**src/rtl/alu_share_arbiter.sv**
```systemverilog
// alu_share_arbiter: shares one EX-stage ALU between the main pipeline (port 0)
// and the auxiliary/debug issue path (port 1). One op in flight at a time;
// operands are registered, the ALU result/status are captured, and the
// result is returned to the issuing port. Owns the architectural {Z,C,N,V}
// register that feeds the ALU carry-in.
//
// Build option: define ALU_ARB_FIXED_PRIO_EN for fixed priority (port 0 wins
// ties, no last_grant state). Default build is round-robin.
//
// state | meaning
// ------+---------------------------------------------------------------
// IDLE  | no op in flight; granted requester sees ready
// EXEC  | ALU driven from operand regs; result/status captured at the edge
// RESP  | result held for the owner until it handshakes
module alu_share_arbiter #(
  parameter int DATA_W = 32,
  parameter int CMD_W  = 4
) (
  input  logic              clk,
  input  logic              rst,
  input  logic              req0_valid,
  output logic              req0_ready,
  input  logic [DATA_W-1:0] req0_val1,
  input  logic [DATA_W-1:0] req0_val2,
  input  logic [CMD_W-1:0]  req0_cmd,
  input  logic              req0_s,
  input  logic              req1_valid,
  output logic              req1_ready,
  input  logic [DATA_W-1:0] req1_val1,
  input  logic [DATA_W-1:0] req1_val2,
  input  logic [CMD_W-1:0]  req1_cmd,
  input  logic              req1_s,
  output logic              rsp0_valid,
  input  logic              rsp0_ready,
  output logic [DATA_W-1:0] rsp0_res,
  output logic [3:0]        rsp0_sr,
  output logic              rsp1_valid,
  input  logic              rsp1_ready,
  output logic [DATA_W-1:0] rsp1_res,
  output logic [3:0]        rsp1_sr,
  output logic [DATA_W-1:0] alu_val1,
  output logic [DATA_W-1:0] alu_val2,
  output logic              alu_carry,
  output logic [CMD_W-1:0]  alu_cmd,
  input  logic [DATA_W-1:0] alu_res,
  input  logic [3:0]        alu_sr,
  output logic [3:0]        status_q
);

  typedef enum logic [1:0] {
    S_IDLE = 2'd0,
    S_EXEC = 2'd1,
    S_RESP = 2'd2
  } state_t;

  state_t            state_q, state_d;
  logic [DATA_W-1:0] op_val1_q, op_val2_q, res_q;
  logic [CMD_W-1:0]  op_cmd_q;
  logic              op_s_q;
  logic              owner_q;
  logic [3:0]        sr_q;
  logic              grant;
  logic              accept;

`ifdef ALU_ARB_FIXED_PRIO_EN
  // Fixed priority: port 1 only wins when port 0 is not asking.
  always_comb begin
    grant = ~req0_valid;
  end
`else
  logic last_grant_q;

  // Round-robin: on a tie, pick the port that did not win last time.
  always_comb begin
    if (req0_valid && req1_valid) grant = ~last_grant_q;
    else                          grant = req1_valid;
  end

  // Remember the winner of each accepted request.
  always_ff @(posedge clk or posedge rst) begin
    if (rst)         last_grant_q <= 1'b1;
    else if (accept) last_grant_q <= grant;
  end
`endif

  // State register.
  always_ff @(posedge clk or posedge rst) begin
    if (rst) state_q <= S_IDLE;
    else     state_q <= state_d;
  end

  // Next state, handshakes and ALU drive; ALU sees zeros outside EXEC.
  always_comb begin
    state_d    = state_q;
    req0_ready = 1'b0;
    req1_ready = 1'b0;
    rsp0_valid = 1'b0;
    rsp1_valid = 1'b0;
    accept     = 1'b0;
    alu_val1   = '0;
    alu_val2   = '0;
    alu_cmd    = '0;
    alu_carry  = status_q[2];
    case (state_q)
      S_IDLE: begin
        req0_ready = req0_valid & ~grant;
        req1_ready = req1_valid & grant;
        accept     = req0_ready | req1_ready;
        if (accept) state_d = S_EXEC;
      end
      S_EXEC: begin
        alu_val1 = op_val1_q;
        alu_val2 = op_val2_q;
        alu_cmd  = op_cmd_q;
        state_d  = S_RESP;
      end
      S_RESP: begin
        rsp0_valid = ~owner_q;
        rsp1_valid = owner_q;
        if ((rsp0_valid && rsp0_ready) || (rsp1_valid && rsp1_ready))
          state_d = S_IDLE;
      end
      default: state_d = S_IDLE;
    endcase
  end

  // Operand capture on accept, result/status capture at the end of EXEC.
  always_ff @(posedge clk or posedge rst) begin
    if (rst) begin
      op_val1_q <= '0;
      op_val2_q <= '0;
      op_cmd_q  <= '0;
      op_s_q    <= 1'b0;
      owner_q   <= 1'b0;
      res_q     <= '0;
      sr_q      <= '0;
      status_q  <= '0;
    end else begin
      if (accept) begin
        op_val1_q <= grant ? req1_val1 : req0_val1;
        op_val2_q <= grant ? req1_val2 : req0_val2;
        op_cmd_q  <= grant ? req1_cmd  : req0_cmd;
        op_s_q    <= grant ? req1_s    : req0_s;
        owner_q   <= grant;
      end
      if (state_q == S_EXEC) begin
        res_q <= alu_res;
        sr_q  <= alu_sr;
        if (op_s_q) status_q <= alu_sr;
      end
    end
  end

  assign rsp0_res = res_q;
  assign rsp1_res = res_q;
  assign rsp0_sr  = sr_q;
  assign rsp1_sr  = sr_q;

endmodule

```
**config.mk**
```make
export PLATFORM = sky130hd
export DESIGN_NAME = alu_share_arbiter
export DESIGN_NICKNAME = d
export VERILOG_FILES = /design/src/rtl/alu_share_arbiter.sv
export SDC_FILE = /design/constraint.sdc
export NUM_CORES = 1
export LEC_CHECK = 0
export CAP_MARGIN = 20
export CORE_UTILIZATION = 40
export CTS_BUF_LIST = sky130_fd_sc_hd__clkbuf_16
export CTS_CLUSTER_DIAMETER = 120
export DETAILED_ROUTE_END_ITERATION = 10
export PLACE_DENSITY = 0.8
export SETUP_SLACK_MARGIN = 0.4
export SLEW_MARGIN = 20
export SYNTH_ARGS = -nofsm -noshare
export SYNTH_HDL_FRONTEND = slang
export SYNTH_SLANG_ARGS = --single-unit
```
**constraint.sdc**
```tcl
create_clock -name clk -period 4.7 [get_ports clk]
set_input_delay 0.94 -clock clk [delete_from_list [all_inputs] [get_ports clk]]
set_output_delay 0.94 -clock clk [all_outputs]
set_load 0.02 [all_outputs]
```
# == After elaboration in Yosys (flattened, before gate mapping) ==
# Index checks and enable logic that the tools add are counted.
# totals
register_bits,113
word_cells,43
# op_classes
n_eq_ne,4
n_mux,16
bitwise,6
reduce_logical,7
# ops
op,n
two-way mux 32 bit,4
two-way mux 4 bit,2
two-way mux 1 bit,7
case mux 2 bit (3 select lines),1
two-way mux 2 bit,2
!= test 2 bit (second input constant),2
AND reduction 2 bit,2
logical AND 1 bit,3
NOT 1 bit,3
AND 1 bit,2
== test 2 x 1 -> 1 bit (second input constant),1
== test 2 bit (second input constant),1
zero test 2 bit,1
logical OR 1 bit,1
bitwise OR 1 bit,1

# == Longest topological paths before layout ==
# Gate-level depths: netlist of the first run.
# depth
word_depth,7
mapped_depth,5
depth_no_buf,3

# == Worst setup path before layout of the first run ==
# Ideal clock, no wire load.
# synth_path
kind,in2out
from,in req1_valid
to,out req1_ready
arrival_time_ns,1.920
required_time_ns,3.760
slack_ns,1.840
path_stages,4
n_path_buf,2
cell_sequence,a21bo_1 > buf_6 > buf_6 > nor3_1
# synth_via
elab_chain_len,4
# synth_rtl
item,line_no,rtl
"start, declared",27,"input logic req1_valid,"
logical AND 1 bit,75,if (req0_valid && req1_valid) grant = ~last_grant_q;
two-way mux 1 bit,75,
AND 1 bit *,107,req1_ready = req1_valid & grant;
two-way mux 1 bit *,104,case (state_q)
"end, declared",28,"output logic req1_ready,"
# Mark *: on every way between the ends. The rest lies on a longest branch, timed or not.

# == Worst setup path in the final report of the first run ==
# layout_path
from,in req0_valid
to,out req0_ready
# layout_via
elab_chain_len,5
# layout_rtl
item,line_no,rtl
"start, declared",21,"input logic req0_valid,"
logical AND 1 bit,75,
two-way mux 1 bit,75,
NOT 1 bit,106,req0_ready = req0_valid & ~grant;
AND 1 bit *,106,
two-way mux 1 bit *,104,
"end, declared",22,"output logic req0_ready,"
# Marks and branches as above.

==> results of run 1 <==
==> layer usage <==
| metal | vias to the layer above | routed length [µm] | part of all wire, % |
|---|---|---|---|
| li1 | 2044 | - | - |
| met1 | 2104 | 6511 | 40 |
| met2 | 189 | 8345 | 52 |
| met3 | 24 | 989 | 6.1 |
| met4 | 0 | 341 | 2.1 |
| met5 | - | 0 | 0 |
==> sequential cells by signal, indices dropped and copies added, names as in the netlist <==
register      flops
op_s_q            1
last_grant_q      1
state_q           2
op_cmd_q          4
rsp0_sr           4
rsp0_res         32
status_q          4
owner_q           1
op_val2_q        32
op_val1_q        32
==> power by group through the flow <==
| stage | clock (µW) | sequential (µW) | combinational, µW |
|---|---|---|---|
| floorplan | 0 | 1940 | 2330 |
| global placement | 0 | 1780 | 3720 |
| detailed placement | 0 | 1820 | 3770 |
| CTS | 1280 | 1810 | 3790 |
| global route | 1320 | 1870 | 3950 |
| finish | 1250 | 1810 | 3750 |
==> cells in the final DEF (no fill, tap or decap) <==
| master | synthesis | final |
|---|---|---|
| clkdlybuf4s50_1 | 0 | 328 |
| mux2_2 | 43 | 43 |
| dfstp_2 | 1 | 1 |
| and3_1 | 1 | 1 |
| clkinv_1 | 0 | 2 |
| inv_4 | 0 | 1 |
| o21bai_1 | 2 | 2 |
| nand2b_1 | 1 | 1 |
| nor3_1 | 1 | 1 |
| clkinv_2 | 0 | 5 |
| a21bo_4 | 0 | 1 |
| mux2_4 | 136 | 136 |
| clkinvlp_4 | 0 | 3 |
| inv_1 | 2 | 2 |
| clkbuf_16 | 0 | 17 |
| a21oi_1 | 1 | 1 |
| a31oi_1 | 1 | 1 |
| buf_4 | 44 | 6 |
| nor2b_4 | 0 | 1 |
| nor2_1 | 3 | 3 |
| o21a_4 | 0 | 1 |
| bufinv_16 | 0 | 3 |
| and2_1 | 68 | 68 |
| dfrtp_1 | 112 | 112 |
| nand2_1 | 1 | 1 |
==> cell families (layout without fill, tap and decap cells) <==
group | after synthesis | count (layout) | synth area share (%)
DFF | 113 | 113 | 44.42
AOI/OAI and AO/OA | 6 | 6 | 0.6876
muxes | 179 | 179 | 39.67
buffers and inverters | 67 | 367 | 7.937
and+or+nand+nor | 76 | 76 | 7.289
==> area by class of cell <==
type | instances | area [µm²]
multi-input combinational | 261 | 3055
inverter | 2 | 10.01
clock buffer | 17 | 425.4
timing repair buffer | 334 | 3328
clock inverter | 14 | 148.9
tap | 211 | 264.0
fill | 1143 | 5310
sequential | 113 | 2829
==> metrics by stage <==
| stage | worst slack (ps) | cell area [µm²] | util (%) | instances | total power, µW |
|---|---|---|---|---|---|
| after floorplan | 774.3 | 6369 | - | 441 | 4271 |
| after global placement | 917.0 | 9487 | 61.72 | 921 | 5503 |
| after detailed placement | 931.8 | 9487 | 61.72 | 921 | 5589 |
| after CTS | 903.4 | 10060 | 65.45 | 952 | 6885 |
| after global routing | 856.4 | 10060 | 65.45 | 952 | 7143 |
| final | 934.0 | 10060 | 65.45 | 952 | 6815 |
==> worst max-delay path: stages <==
cell,delay [ps]
clkdlybuf4s50_1,550
a21bo_4,490
and3_1,240
clkdlybuf4s50_1,600
==> worst max path at each step <==
| stage | startpoint | to | cells past startpoint |
|---|---|---|---|
| 3_3_place_gp | req0_valid | req0_ready | 4 |
| 2_1_floorplan | rst | op_cmd_q[0] | 1 |
| 4_1_cts | req0_valid | req0_ready | 4 |
| 3_5_place_dp | req0_valid | req0_ready | 4 |
| 6_report | req0_valid | req0_ready | 4 |
| 5_1_grt | req0_valid | req0_ready | 4 |
==> cells in the mapped netlist (all sizes together), types with 2 or more instances <==
cell type / n / area [µm²]
mux2: 179 / 2526
nor2: 3 / 11.26
and2: 68 / 425.4
buf: 57 / 467.9
dfrtp: 112 / 2803
o21bai: 2 / 15.01
inv: 2 / 7.510
clkbuf: 8 / 30.03
==> results by group, run 1 <==
Status
  • Outcome: completed

Floorplan
  • Starting Density: between 40% and 50%
  • # IOs: 329
  • Die area: 16430 µm²
  • Chip Width: 128.2 µm
  • Core Rows: between 40 and 50
  • Total core area: 15370 µm²
  • Die height: 128.2 µm

GRT
  • Met1 global-route usage: about 22%
  • Met2 usage in global routing: a little over a third
  • Initial antenna violation count: 0
  • GRT Total Usage: ~20%
  • Met3 GRT Util: under 10%
  • GRT Max-Usage Layer: met2
  • First-pass GRT wire length: 24740 µm
  • Largest net degree at the start of global routing: between 100 and 150
  • Overflow after GRT: 0
  • Number of global-route vias before repair: approximately 4600

Worst setup path
  • Crit path required time: around 3800 ps
  • Reg-to-Reg End: op_cmd_q[2]
  • Reg2reg setup slack: 2110 ps
  • Crit Path Class: primary input to output pin
  • Critical Path AT: 2830 ps
  • CP endpoint kind: output pin
  • Worst reg2reg startpoint: last_grant_q
  • Worst-path maximum fanout: 27
  • R2R depth: 4
  • Startpoint types: primary input

Worst hold path
  • Hold Crit Start: op_val1_q[8]
  • Hold path cells: 1
  • WHS Endpoint: op_val1_q[8]
  • Tightest Hold Check Type: flip-flop to flip-flop

Power and ir drop
  • Sw Ratio: between 30% and 40%
  • Leak Pwr: between 0.004 and 0.005 µW
  • Pwr Density: ~680 nW/µm²
  • Switching power total: roughly 2400 µW
  • Int Pwr: roughly 4400 µW
  • Clock Power Share: 18.4%
  • Seq pwr share: between 20% and 30%
  • Worst vdd ir: roughly 0.00065 V
  • Logic pwr share: 55.0%

Routing
  • Total wire length: ~16000 µm
  • Routed Antenna Nets: 0
  • Drt via density: between 4 and 5
  • Iteration-0 DRC Markers: 90
  • Wirelength per Cell: ~17 µm
  • # DRC: 0
  • First-pass DRT Iterations: 4
  • Via Count: 4361

STA
  • Slew HR: ~30%
  • Max Slew Vio Count: 0
  • Final hold violations: 0
  • # setup viols final: 0
  • Final Critical Period: approximately 3800 ps
  • RSZ-0062 raised after global routing: no
  • Fmax: around 0.27 GHz
  • Clock skew: between 8 and 9 ps
  • Slew @ Worst Pin: approximately 1100 ps
  • Setup TNS: 0 ps
  • Hold WS: about 500 ps
  • Final Cycle Share: about four fifths

Yosys
  • Most used DFF post-synth: dfrtp_1
  • Asr flop ratio synth: 100.0%
  • Yosys synthesis warning count: 0
  • Netlist Area Pre-Place: 6369 µm²
  • Seq cells post-synth: between 100 and 150
  • Number of flops mapped to enable cells by yosys: 0
  • Mapped Cells: around 440
  • Sequential area share after synthesis: between 40 and 50%
  • Library cells used by synthesis: 22
  • Syn Area/Cell: about 14 µm²
  • Net Count, Synth: just over 600

Clocking
  • Cts hold-fix bufs: 0
  • Setup Fix Bufs, Post-CTS: 0
  • CTS tree: yes
  • Clock latency at the later pin of the worst-skew pair: between 400 and 500 ps
  • Sink Count: ~110
  • Cts repair resizes: 0
  • Reg clk slew, reported paths: 50 ps
  • # H-tree levels: 4
  • Root buffer cell: clkbuf_16
  • CTS Buf Count: 17
  • Clock Tree Buf Depth: 2

Run
  • Total of max-cap violations: 0

Final layout
  • Diodes inserted: 0
  • Fraction of layout cells with a size suffix above 1: 29.42%
  • Nets: ~900
  • Synthesis-to-finish area growth: 57.98%

Placed design
  • Post-DP HPWL: ~12000 µm
  • IO buf count: around 330
  • Routability cong.: approximately 0.73
Power figures use the tool's default switching activity.
==> run 2, diff against run 1 <==
- clock period: 4.7 -> 3.65 ns (I/O delays scaled with it)
==> run 2 against run 1 <==
Combinational power up 29%; cell area hardly changed; die area unchanged; sequential share of layout area about the same; global-route usage fell by 0.40 points; non-clock buffer count is 1 higher; clock power increased by 21%; clock skew down 1.7 ps; sequential power grew 28%; routed wire length shrank 1.2%; final cell count is 0.21% higher; critical path type is now flip-flop to output pin; largest power group unchanged.
==> results by group, run 2 (synthesized netlist as in run 1, its figures left out) <==
GRT
  • GRT Total Usage: slightly below 20%
  • Largest net degree at the start of global routing: 72
  • Number of global-route vias before repair: 4691
  • Initial antenna violation count: 0
  • First-pass GRT wire length: approximately 24000 µm
  • Overflow after GRT: 0

Power and ir drop
  • Worst vdd ir: between 0.0006 and 0.0007 V
  • Leak Pwr: 0.004382 µW
  • Pwr Density: approximately 860 nW/µm²

Floorplan
  • Core Rows: 45
  • Total core area: 15370 µm²
  • Die height: between 100 and 150 µm
  • Die area: approximately 16000 µm²
  • # IOs: around 330
  • Starting Density: between 40% and 50%
  • Chip Width: 128.2 µm

Final layout
  • Fraction of layout cells with a size suffix above 1: a little under 30%
  • Synthesis-to-finish area growth: 58.08%
  • Most frequent cells in the layout: 328 x clkdlybuf4s50_1, 136 x mux2_4, 112 x dfrtp_1, 68 x and2_1, 43 x mux2_2
  • Area taken by multi-input logic gates: roughly 3100 µm²
  • Diodes inserted: 0
  • Commonest non-fill, non-tap cell in the layout: clkdlybuf4s50_1
  • Register area: 2829 µm²
  • Nets: 910
  • Post-route insts no fill: ~950
  • Finished Core Util: between 60% and 70%
  • # fillers: ~1100

Routing
  • First-pass DRT Iterations: 4
  • Drt via density: between 4 and 5
  • Routed Antenna Nets: 0
  • Total wire length: 16000 µm
  • # DRC: 0
  • Via Count: 4421
  • Wirelength per Cell: 16.77 µm
  • Iteration-0 DRC Markers: 122

Placed design
  • IO buf count: around 330
  • Pre-CTS WS: between 500 and 600 ps
  • Post-DP HPWL: between 10000 and 15000 µm
  • Placed Cells: about 900
  • Routability cong.: between 0.7 and 0.8

STA
  • Clock skew: just under 7 ps
  • # setup viols final: 0
  • Final Cycle Share: approximately 84%
  • Hold WS: just under 500 ps
  • Final Critical Period: 3084 ps
  • Slew HR: 45.11%
  • Slew @ Worst Pin: slightly above 800 ps
  • Fmax: approximately 0.32 GHz
  • Setup TNS: 0 ps
  • Max Slew Vio Count: 0
  • Worst Setup Slack, final: 566.1 ps
  • RSZ-0062 raised after global routing: no
  • Final hold violations: 0

Worst hold path
  • Tightest Hold Check Type: flip-flop to flip-flop
  • Hold path cells: 1

Worst setup path
  • Crit path required time: 2920 ps
  • Worst-path maximum fanout: 60
  • Critical Path AT: between 2000 and 2500 ps
  • CP endpoint kind: output pin
  • Crit Path Class: flip-flop to output pin
  • R2R depth: 4
  • Startpoint types: flip-flop

Clocking
  • Setup Fix Bufs, Post-CTS: 0
  • Root buffer cell: clkbuf_16
  • Reg clk slew, reported paths: 50 ps
  • Clock Tree Buf Depth: 2
  • Clock latency at the later pin of the worst-skew pair: about 400 ps
  • Cts repair resizes: 0
  • Cts hold-fix bufs: 0
  • CTS Buf Count: 17
  • Sink Count: 113
  • # H-tree levels: 4
  • CTS tree: yes

Run
  • Total of max-cap violations: 0

Status
  • Outcome: completed
-- run 2: cell types whose count changed in the layout (fill, tap and decap cells not counted), moves of 2 or more --
cell | previous run | this run
clkinv_2 | 5 | 2
clkinvlp_4 | 3 | 8
clkinv_4 | 0 | 2
bufinv_16 | 3 | 1
buf_12 | 0 | 2
-- run 2: worst paths after layout --
check	from	slack, ps	end
setup / recovery	state_q[1]	570	alu_val1[10]
hold / removal	op_val1_q[13]	500	op_val1_q[13]
setup reg to reg	last_grant_q	1520	op_val1_q[10]
hold reg to reg	op_val1_q[13]	500	op_val1_q[13]
max in group asynchronous	rst	2090	last_grant_q
min in group asynchronous	rst	750	op_val2_q[12]
-- run 2: layout make-up --
cell class | instances | share of cell area, %
repair buffers | 335 | 33.38
multi-input cells | 261 | 30.35
flip-flops and latches | 113 | 28.10
clock buffers | 17 | 4.226
well taps | 211 | 2.622
clock inverters | 15 | 1.206
inverters | 2 | 0.1119
-- run 2: through the flow --
stage / area, µm² / total power, µW
global route: 10070 / 9115
floorplan: 6372 / 5500
global placement: 9520 / 7104
finish: 10070 / 8682
detailed placement: 9520 / 7216
CTS: 10070 / 8781
-- run 2: where the power goes --
group          leakage, µW  switching [µW]  internal, µW
sequential         0.00132             407          1920
clock             0.000245             586           923
combinational      0.00281            2090          2750
-- run 2: routing by layer --
| layer | routed length (µm) | global-route usage, % | up-vias |
|---|---|---|---|
| li1 | - | - | 2056 |
| met1 | 5971 | 20.07 | 2134 |
| met2 | 8458 | 35.33 | 199 |
| met3 | 1173 | 6.135 | 32 |
| met4 | 395 | 8.997 | 0 |
| met5 | 0 | 0 | - |
-- run 2: critical path, cell delays in order, from the launching register on --
cell	delay, ps
dfrtp_1	430
nor2b_4	130
buf_4	460
and2_1	260
clkdlybuf4s50_1	630
==> run 3, diff against run 2 <==
- CORE_UTILIZATION: 40 -> 37
- PLACE_DENSITY: 0.8 -> 0.78
- clock period: 3.65 -> 2.75 ns (I/O delays scaled with it)
==> run 3 against run 2 <==
Combinational power up 35%; clock power up 62%; sequential share of layout area down 0.18 points; first-iteration DRC count up 16%; count of clock-buffer cells in the layout unchanged; register-to-register slack worse by 810 ps; routed wire length up 7.3%; sequential cell count unchanged; sequential power up 33%; clock skew up 1.8 ps; worst setup slack worse by 120 ps.
==> results by group, run 3 (synthesized netlist as in run 1, its figures left out) <==
Worst setup path
  • Startpoint types: primary input
  • Reg2reg setup slack: between 700 and 800 ps
  • Worst-path maximum fanout: 4
  • R2R depth: 4
  • CP endpoint kind: output pin
  • Worst reg2reg startpoint: last_grant_q
  • Reg-to-Reg End: op_cmd_q[2]
  • Critical Path AT: 1750 ps
  • Crit path required time: roughly 2200 ps
  • Crit Path Class: primary input to output pin

Final layout
  • Diodes inserted: 0
  • Finished Core Util: 60.66%
  • Fraction of layout cells with a size suffix above 1: 40.55%
  • Synthesis-to-finish area growth: 59.08%
  • Register area: approximately 2800 µm²
  • # fillers: between 1000 and 1500
  • Most frequent cells in the layout: 256 x clkdlybuf4s50_1, 136 x mux2_4, 112 x dfrtp_1, 67 x and2_1, 43 x mux2_2
  • Nets: between 900 and 1000
  • Area taken by multi-input logic gates: roughly 3100 µm²
  • Final Cell Area: 10130 µm²
  • Commonest non-fill, non-tap cell in the layout: clkdlybuf4s50_1

STA
  • # setup viols final: 0
  • Setup TNS: 0 ps
  • Final Critical Period: 2303 ps
  • Slew @ Worst Pin: around 680 ps
  • RSZ-0062 raised after global routing: yes
  • Max Slew Vio Count: 0
  • Slew HR: approximately 55%
  • Fmax: around 0.43 GHz
  • Clock skew: ~8.7 ps
  • Final hold violations: 0
  • Final Cycle Share: between 80% and 90%

Status
  • Outcome: completed

Clocking
  • Cts hold-fix bufs: 0
  • Clock latency at the later pin of the worst-skew pair: roughly 410 ps
  • CTS tree: yes
  • Clock Tree Buf Depth: 2
  • CTS Buf Count: 17
  • Reg clk slew, reported paths: roughly 60 ps
  • Root buffer cell: clkbuf_16
  • # H-tree levels: 4
  • Sink Count: 113

Worst hold path
  • WHS Endpoint: op_val2_q[10]
  • Hold Crit Start: op_val2_q[10]
  • Tightest Hold Check Type: flip-flop to flip-flop
  • Hold path cells: 1

GRT
  • Initial antenna violation count: 1
  • GRT Total Usage: roughly 20%
  • Number of global-route vias before repair: between 4000 and 5000
  • Largest net degree at the start of global routing: 58
  • Overflow after GRT: 0
  • First-pass GRT wire length: 26530 µm

Power and ir drop
  • Pwr Density: ~1200 nW/µm²
  • Leak Pwr: 0.004723 µW
  • Worst vdd ir: between 0.0009 and 0.001 V

Floorplan
  • # IOs: between 300 and 400
  • Core Rows: between 40 and 50
  • Die height: between 100 and 150 µm
  • Die area: about 18000 µm²
  • Total core area: ~17000 µm²
  • Starting Density: between 30% and 40%
  • Chip Width: between 100 and 150 µm

Placed design
  • Post-DP HPWL: between 10000 and 15000 µm
  • Routability cong.: approximately 0.75
  • IO buf count: roughly 330
  • Placed Area: approximately 9600 µm²

Routing
  • Wirelength per Cell: between 15 and 20 µm
  • First-pass DRT Iterations: 4
  • Total wire length: roughly 17000 µm
  • Routed Antenna Nets: 0
  • Drt via density: between 4 and 5
  • Via Count: between 4000 and 5000
  • Iteration-0 DRC Markers: 142
  • # DRC: 0

Run
  • Total of max-cap violations: 0
## run 3: cell count changes in the layout (fill, tap and decap cells not counted), sizes merged, moves of 3 or more
cell           before  now
clkbuf             17   40
buf                 7   64
clkinvlp            8    2
clkdlybuf4s50     328  256
bufinv              1    5
inv                 1    4
## run 3: per-layer routing
| layer | GRT usage, % | part of all wire, % |
|---|---|---|
| met1 | 22.36 | 40 |
| met2 | 35.02 | 51 |
| met3 | 5.898 | 7.2 |
| met4 | 6.250 | 1.4 |
| met5 | 0 | 0 |
## run 3: worst max-delay path by stage
stage / from / to / slack [ps] / depth (start not counted)
final: req1_valid / req0_ready / 450 / 4
after global routing: state_q[1] / alu_val2[5] / 380 / 5
after CTS: state_q[1] / alu_val2[5] / 240 / 5
after detailed placement: req1_valid / req1_ready / 90 / 4
after global placement: req1_valid / req1_ready / 80 / 4
after floorplan: req1_valid / req1_ready / 670 / 4
## run 3: final cells by class
cell class                 count  share of cell area (%)
clock buffer                  17                   4.199
sequential                   113                   27.92
inverter                       2                  0.1112
clock inverter                15                   2.285
tap                          220                   2.717
multi-input combinational    261                   30.23
timing repair buffer         349                   32.53
## run 3: what timing repair did
action,CTS,global route
setup endpoints to repair,69,57
resized for setup,166,90
setup buffers,6,1
cloned,4,0
## run 3: power by group
| group | total [µW] | switching (µW) | leakage (µW) | internal, µW |
|---|---|---|---|---|
| registers | 3080 | 533 | 0.00132 | 2540 |
| logic | 6550 | 2910 | 0.00308 | 3640 |
| clock network | 2440 | 820 | 0.000316 | 1620 |
## run 3: stage by stage
stage          total power, µW  setup WS, ps  cells  hold slack, ps
6_report                 12070         446.9    977           499.0
5_1_grt                  12670         378.1    977           516.0
4_1_cts                  12320         238.6    976           503.7
3_5_place_dp              9603         85.71    934           484.4
3_3_place_gp              9473         80.52    934           482.8
2_1_floorplan             7299         669.7    441           472.0
## run 3: worst max-delay path, stage by stage
cell	delay [ps]
clkdlybuf4s50_1	480
a21bo_4	250
and3_1	160
dlygate4sd2_1	310
